File: src/rtl/pipe_stage_reg_if.sv
// Valid/ready channel bundle for pipe_stage_reg: upstream (in_*) and downstream (out_*) sides.
interface pipe_stage_reg_if #(
    parameter int unsigned DATA_W = 64,
    parameter int unsigned CTRL_W = 16
);
    // Upstream side
    logic              in_valid;
    logic              in_ready;
    logic [CTRL_W-1:0] in_ctrl;
    logic [DATA_W-1:0] in_data;

    // Downstream side
    logic              out_valid;
    logic              out_ready;
    logic [CTRL_W-1:0] out_ctrl;
    logic [DATA_W-1:0] out_data;

    // The stage itself
    modport slave (
        input  in_valid,
        input  in_ctrl,
        input  in_data,
        output in_ready,
        output out_valid,
        output out_ctrl,
        output out_data,
        input  out_ready
    );

    // Surrounding pipeline / environment
    modport master (
        output in_valid,
        output in_ctrl,
        output in_data,
        input  in_ready,
        input  out_valid,
        input  out_ctrl,
        input  out_data,
        output out_ready
    );
endinterface

File: src/rtl/pipe_stage_reg.sv
// Inter-stage pipeline register with valid/ready handshake, 2-entry skid
// buffer and synchronous flush that inserts a bubble (control forced to
// CTRL_RST, data to 0).
// Optional performance counters: define PIPE_STAGE_PERF_EN to enable
// stall_cnt / bubble_cnt; otherwise both outputs are tied to 0.
module pipe_stage_reg #(
    parameter int unsigned       DATA_W   = 64,
    parameter int unsigned       CTRL_W   = 16,
    parameter logic [CTRL_W-1:0] CTRL_RST = {CTRL_W{1'b0}}
) (
    input  logic                clk,
    input  logic                rst,
    input  logic                flush,
    pipe_stage_reg_if.slave     bus,
    output logic [31:0]         stall_cnt,
    output logic [31:0]         bubble_cnt
);

    localparam int unsigned CNT_W = 32;

    typedef struct packed {
        logic [CTRL_W-1:0] ctrl;
        logic [DATA_W-1:0] data;
    } entry_t;

    // Safe entry used on reset, flush and whenever the main slot empties
    localparam entry_t ENTRY_RST = {CTRL_RST, {DATA_W{1'b0}}};

    typedef enum logic [1:0] {
        ST_EMPTY = 2'd0,
        ST_ONE   = 2'd1,
        ST_TWO   = 2'd2
    } state_e;

    state_e state_q;
    state_e state_d;
    entry_t main_q;
    entry_t main_d;
    entry_t skid_q;
    entry_t skid_d;
    entry_t in_entry;

    logic in_rdy;
    logic out_vld;
    logic in_fire;
    logic out_fire;

    assign in_entry = {bus.in_ctrl, bus.in_data};
    assign in_fire  = bus.in_valid & in_rdy;
    assign out_fire = out_vld & bus.out_ready;

    // State register
    always_ff @(posedge clk) begin
        if (rst) begin
            state_q <= ST_EMPTY;
        end else begin
            state_q <= state_d;
        end
    end

    // Next-state logic; flush overrides any handshake in the same cycle
    always_comb begin
        state_d = state_q;
        if (flush) begin
            state_d = ST_EMPTY;
        end else begin
            case (state_q)
                ST_EMPTY: begin
                    if (in_fire) begin
                        state_d = ST_ONE;
                    end
                end
                ST_ONE: begin
                    if (in_fire && !out_fire) begin
                        state_d = ST_TWO;
                    end else if (!in_fire && out_fire) begin
                        state_d = ST_EMPTY;
                    end
                end
                ST_TWO: begin
                    if (out_fire) begin
                        state_d = ST_ONE;
                    end
                end
                default: begin
                    state_d = ST_EMPTY;
                end
            endcase
        end
    end

    // Handshake outputs decoded from the state register only (no out_ready -> in_ready path)
    always_comb begin
        in_rdy  = 1'b1;
        out_vld = 1'b0;
        case (state_q)
            ST_EMPTY: begin
                in_rdy  = 1'b1;
                out_vld = 1'b0;
            end
            ST_ONE: begin
                in_rdy  = 1'b1;
                out_vld = 1'b1;
            end
            ST_TWO: begin
                in_rdy  = 1'b0;
                out_vld = 1'b1;
            end
            default: begin
                in_rdy  = 1'b1;
                out_vld = 1'b0;
            end
        endcase
    end

    // Entry datapath next values: main always holds the presented entry, skid the next one
    always_comb begin
        main_d = main_q;
        skid_d = skid_q;
        if (flush) begin
            main_d = ENTRY_RST;
            skid_d = ENTRY_RST;
        end else begin
            case (state_q)
                ST_EMPTY: begin
                    if (in_fire) begin
                        main_d = in_entry;
                    end
                end
                ST_ONE: begin
                    if (in_fire && out_fire) begin
                        main_d = in_entry;
                    end else if (in_fire) begin
                        skid_d = in_entry;
                    end else if (out_fire) begin
                        main_d = ENTRY_RST;
                    end
                end
                ST_TWO: begin
                    if (out_fire) begin
                        main_d = skid_q;
                        skid_d = ENTRY_RST;
                    end
                end
                default: begin
                    main_d = ENTRY_RST;
                    skid_d = ENTRY_RST;
                end
            endcase
        end
    end

    // Entry registers
    always_ff @(posedge clk) begin
        if (rst) begin
            main_q <= ENTRY_RST;
            skid_q <= ENTRY_RST;
        end else begin
            main_q <= main_d;
            skid_q <= skid_d;
        end
    end

    assign bus.in_ready  = in_rdy;
    assign bus.out_valid = out_vld;
    assign bus.out_ctrl  = main_q.ctrl;
    assign bus.out_data  = main_q.data;

`ifdef PIPE_STAGE_PERF_EN
    logic [CNT_W-1:0] stall_cnt_q;
    logic [CNT_W-1:0] stall_cnt_d;
    logic [CNT_W-1:0] bubble_cnt_q;
    logic [CNT_W-1:0] bubble_cnt_d;

    // Saturating stall/bubble counters; flush does not clear them
    always_comb begin
        stall_cnt_d  = stall_cnt_q;
        bubble_cnt_d = bubble_cnt_q;
        if (out_vld && !bus.out_ready && (stall_cnt_q != {CNT_W{1'b1}})) begin
            stall_cnt_d = stall_cnt_q + CNT_W'(1);
        end
        if (!out_vld && (bubble_cnt_q != {CNT_W{1'b1}})) begin
            bubble_cnt_d = bubble_cnt_q + CNT_W'(1);
        end
    end

    // Counter registers
    always_ff @(posedge clk) begin
        if (rst) begin
            stall_cnt_q  <= '0;
            bubble_cnt_q <= '0;
        end else begin
            stall_cnt_q  <= stall_cnt_d;
            bubble_cnt_q <= bubble_cnt_d;
        end
    end

    assign stall_cnt  = stall_cnt_q;
    assign bubble_cnt = bubble_cnt_q;
`else
    assign stall_cnt  = CNT_W'(0);
    assign bubble_cnt = CNT_W'(0);
`endif

endmodule

File: src/flat_wrapper.sv
// flat-port wrapper written by rule: the top's interface ports become plain ports
module pipe_stage_reg_flat 
#(
    parameter int unsigned       DATA_W   = 64,
    parameter int unsigned       CTRL_W   = 16,
    parameter logic [CTRL_W-1:0] CTRL_RST = {CTRL_W{1'b0}}
)
  (clk, rst, flush, stall_cnt, bubble_cnt, bus_in_valid, bus_in_ctrl, bus_in_data, bus_in_ready, bus_out_valid, bus_out_ctrl, bus_out_data, bus_out_ready);
  pipe_stage_reg_if #(.DATA_W(DATA_W), .CTRL_W(CTRL_W)) bus_i ();
  input  logic clk;
  input  logic rst;
  input  logic flush;
  output logic [31:0] stall_cnt;
  output logic [31:0] bubble_cnt;
  input wire logic [$bits(bus_i.in_valid)-1:0] bus_in_valid;
  input wire logic [$bits(bus_i.in_ctrl)-1:0] bus_in_ctrl;
  input wire logic [$bits(bus_i.in_data)-1:0] bus_in_data;
  output wire logic [$bits(bus_i.in_ready)-1:0] bus_in_ready;
  output wire logic [$bits(bus_i.out_valid)-1:0] bus_out_valid;
  output wire logic [$bits(bus_i.out_ctrl)-1:0] bus_out_ctrl;
  output wire logic [$bits(bus_i.out_data)-1:0] bus_out_data;
  input wire logic [$bits(bus_i.out_ready)-1:0] bus_out_ready;
  assign bus_i.in_valid = bus_in_valid;
  assign bus_i.in_ctrl = bus_in_ctrl;
  assign bus_i.in_data = bus_in_data;
  assign bus_in_ready = bus_i.in_ready;
  assign bus_out_valid = bus_i.out_valid;
  assign bus_out_ctrl = bus_i.out_ctrl;
  assign bus_out_data = bus_i.out_data;
  assign bus_i.out_ready = bus_out_ready;
  pipe_stage_reg #(.DATA_W(DATA_W), .CTRL_W(CTRL_W), .CTRL_RST(CTRL_RST)) u_core (.clk(clk), .rst(rst), .flush(flush), .bus(bus_i), .stall_cnt(stall_cnt), .bubble_cnt(bubble_cnt));
endmodule
File: config.mk
export PLATFORM = sky130hd
export DESIGN_NAME = pipe_stage_reg_flat
export DESIGN_NICKNAME = d
export VERILOG_FILES = /design/src/rtl/pipe_stage_reg_if.sv /design/src/rtl/pipe_stage_reg.sv /design/src/flat_wrapper.sv
export SDC_FILE = /design/constraint.sdc
export NUM_CORES = 1
export LEC_CHECK = 0
export CAP_MARGIN = 20
export CORE_MARGIN = 1.5
export CORE_UTILIZATION = 42
export DETAILED_ROUTE_END_ITERATION = 7
export GPL_ROUTABILITY_DRIVEN = 0
export PLACE_DENSITY = 0.84
export SETUP_SLACK_MARGIN = 0.3
export SYNTH_ARGS = -nofsm -noshare
export SYNTH_HDL_FRONTEND = slang
export SYNTH_SLANG_ARGS = --single-unit
export TNS_END_PERCENT = 1
File: constraint.sdc
create_clock -name clk -period 1.8 [get_ports clk]
set_clock_uncertainty 0.15 [all_clocks]
set_input_delay 0.27 -clock clk [delete_from_list [all_inputs] [get_ports clk]]
set_output_delay 0.27 -clock clk [all_outputs]
set_load 0.01 [all_outputs]
==> summary.md <==
| Metric | Value |
|---|---|
| Outcome | `finished, violations left` |
| Failing checks | `setup timing` |
| Slew @ Worst Pin | `between 600 and 700 ps` |
| First-pass GRT wire length | `31800 um` |
| Die H | `133 um` |
| Tcrit/Tclk final | `107%` |
| Post-synth ARST share | `0%` |
| Starting Density | `about 43%` |
| Distinct cells, synth | `38` |
| Worst-Skew Late Latency | `430 ps` |
| Core footprint | `16500 sq um` |
| Pin count of the biggest net entering global routing | `58` |
| Avg Inst Size Synth | `between 9 and 10 sq um` |
| Max Freq | `between 500 and 600 MHz` |
| PwrDens | `864 nW/um^2` |
| Layout Area Growth over Synthesis | `46.3%` |
| Layout fillers | `between 1000 and 1500` |
| First drt pass iteration count | `5` |
| EDFF count, synth | `0` |
| Worst hold endpoint | `u_core.skid_q[52]` |
| Crit Path Max Fanout | `21` |
| Max-Cap Viols | `0` |
| Final min period | `roughly 1900 ps` |
| Vias per cell | `roughly 5.9` |
| Worst r2r src | `u_core.state_q[0]` |
| Vias in the first global route | `6294` |
| Relative slew slack | `57.1%` |
| Synth Instances | `751` |
| H-tree depth | `4` |
| Routed wl met3 | `1700 um` |
| Critical Path RT | `2010 ps` |
| Crit Path Category | `reg2reg` |
| Hold Path Class | `in2reg` |
| DR DRC count | `0` |
| Die ar. | `17700 sq um` |
| Area of the multi-input gates | `3550 sq um` |
| Hold Startpoint | `bus_in_data[52]` |
| Most common cell after layout, fill and taps aside | `dfxtp_1` |
| Final WL | `22600 um` |
| Hold Buf Count CTS | `0` |
| Final #Nets | `994` |
| Reg2reg path depth | `9` |
| Wire per inst | `19.9 um` |
| WL met2 | `11000 um` |
| Ports | `about 230` |
| Post-DP HPWL | `12400 um` |
| Worst r2r dst | `u_core.skid_q[29]` |
| CTS tree | `done` |
| Worst-path clk slew | `about 60 ps` |
| Startpoint Class | `flop` |
| Routed Antenna Nets | `0` |
| Hold_ws | `about 310 ps` |
| CTS Buf Count | `17` |
| Synthesis-stage register bit count | `162` |
| Vias | `6735` |
| Clock root cell | `clkbuf_16` |
| Syn Std Cell Area | `7100 sq um` |
| Most frequent cells in the layout | `160 x dfxtp_1, 84 x clkdlybuf4s50_1, 80 x nand4_1, 80 x dlymetal6s2s_1, 74 x a21oi_1` |
| Predominant post-synthesis flop cell | `dfxtp_1` |
| Yosys warning count | `0` |
| DR iter-0 viols | `504` |
| Metal1 wirelength | `9490 um` |
| Arrival @ worst endpoint | `about 2200 ps` |
| # diodes | `0` |
| Pre-CTS setup slack | `-322 ps` |
| Sequential fraction of the synthesis area | `45.7%` |
| Reg area | `3250 sq um` |
| Peak supply drop | `0.000655 V` |
| Max layer used | `met4` |
| Leak Pwr | `0.00491 uW` |
| Hold path cells | `3` |
| Fin. max-slew vios | `0` |
| Clock sink count | `around 160` |
| Layout cells sized above 1 | `19.8%` |
| Hold Fails Final Rpt | `0` |
| RSZ-0062 raised after global routing | `true` |
| Clock tree buffer depth | `2` |
| Gr usage total | `22.3%` |
| Final setup fails | `161` |
| GRT Residual Overflow | `0` |
| Die X | `133 um` |
| Row cnt | `47` |
| Critical path endpoint category | `flop` |
| Antenna violations before repair | `0` |
| Final Worst Setup Slack | `-133 ps` |
| Setup slack, reg-to-reg | `-130 ps` |
| I/O Buffers | `approximately 170` |
## routing by layer
| layer | track usage, % | up-vias |
|---|---|---|
| li1 | - | 3054 |
| met1 | 27.9 | 3260 |
| met2 | 36.4 | 377 |
| met3 | 5.63 | 44 |
| met4 | 9.40 | 0 |
| met5 | 0 | - |
## critical path, cell delays in order, from the launching register on
cell and delay (ps):
dfxtp_4 370, inv_4 60, ha_4 170, and2b_4 180, buf_4 140, nor2_4 120
buf_12 150, buf_12 180, nand4_1 150, a21oi_2 190
## power breakdown
part	switching, uW	internal [uW]	total (uW)
Sequential	50.4	3670	3720
Clock	1500	2390	3890
Combinational	759	618	1380
Total	2310	6680	8980
## how the worst max path moves through the flow
| stage | startpoint | to | slack [ps] | cells after the start |
|---|---|---|---|---|
| floorplan | u_core.state_q[1] | u_core.bus.out_ctrl[7] | 40 | 7 |
| global placement | bus_in_valid | u_core.bus.out_ctrl[8] | -270 | 7 |
| global route | u_core.state_q[0] | u_core.skid_q[29] | -170 | 9 |
| CTS | u_core.state_q[1] | u_core.bus.out_ctrl[7] | -80 | 8 |
| finish | u_core.state_q[0] | u_core.skid_q[29] | -130 | 9 |
| detailed placement | bus_in_valid | u_core.bus.out_ctrl[14] | -320 | 7 |
## final cells by class
type	count	area share, %
Sequential cell	162	31.3
Inverter	3	0.156
Clock buffer	19	4.36
Tap cell	220	2.65
Multi-Input combinational cell	498	34.2
Clock inverter	12	1.73
Timing Repair Buffer	222	25.6
## Yosys cell counts (3+ instances only)
library cell	instances	area (sq um)
a22oi_1	80	601
buf_2	50	250
o21ai_0	26	130
nand2_1	3	11.3
inv_1	3	11.3
buf_4	64	480
o21ai_1	54	270
o2bb2ai_2	7	105
clkbuf_1	25	93.8
ha_1	5	62.6
a21oi_1	80	400
dfxtp_1	162	3240
nand4_1	80	500
o2bb2ai_1	73	639
nor2_1	3	11.3
buf_6	8	90.1
buf_1	4	15.0
## sequential cells by signal, summed over array words and instances (netlist names)
| register | cells |
|---|---|
| u_core.state_q | 2 |
| u_core.bus.out_data | 64 |
| u_core.skid_q | 80 |
| u_core.bus.out_ctrl | 16 |
## through the flow
stage          power, uW  std cells  instance area (sq um)  util, %  TNS, ps
2_1_floorplan       4510        814                   7480        -        0
3_3_place_gp        4960       1089                   8940     54.1   -35450
3_5_place_dp        4980       1089                   8940     54.1   -41560
4_1_cts             8850       1122                   9640     58.3    -5550
5_1_grt             9250       1136                  10400     62.9   -18370
6_report            8980       1136                  10400     62.9    -8540
## what timing repair did
| item | in CTS | in global routing |
|---|---|---|
| pin swaps | 0 | 85 |
| setup buffers | 2 | 5 |
| endpoints found under the setup margin | 244 | 244 |
| resized for setup | 23 | 161 |
| cloned | 0 | 9 |
## kinds of logic (layout without fill, tap and decap cells)
group / Yosys count / after routing / synth area share, %
muxes: 2 / 2 / 0.282
adders and majority gates: 5 / 5 / 0.881
and+or+nand+nor: 98 / 98 / 8.46
DFF: 162 / 162 / 45.7
buffers and inverters: 154 / 256 / 13.2
AOI/OAI and AO/OA: 329 / 329 / 31.4
other: 1 / 64 / 0.0528
(Power assumes the default switching activity.)
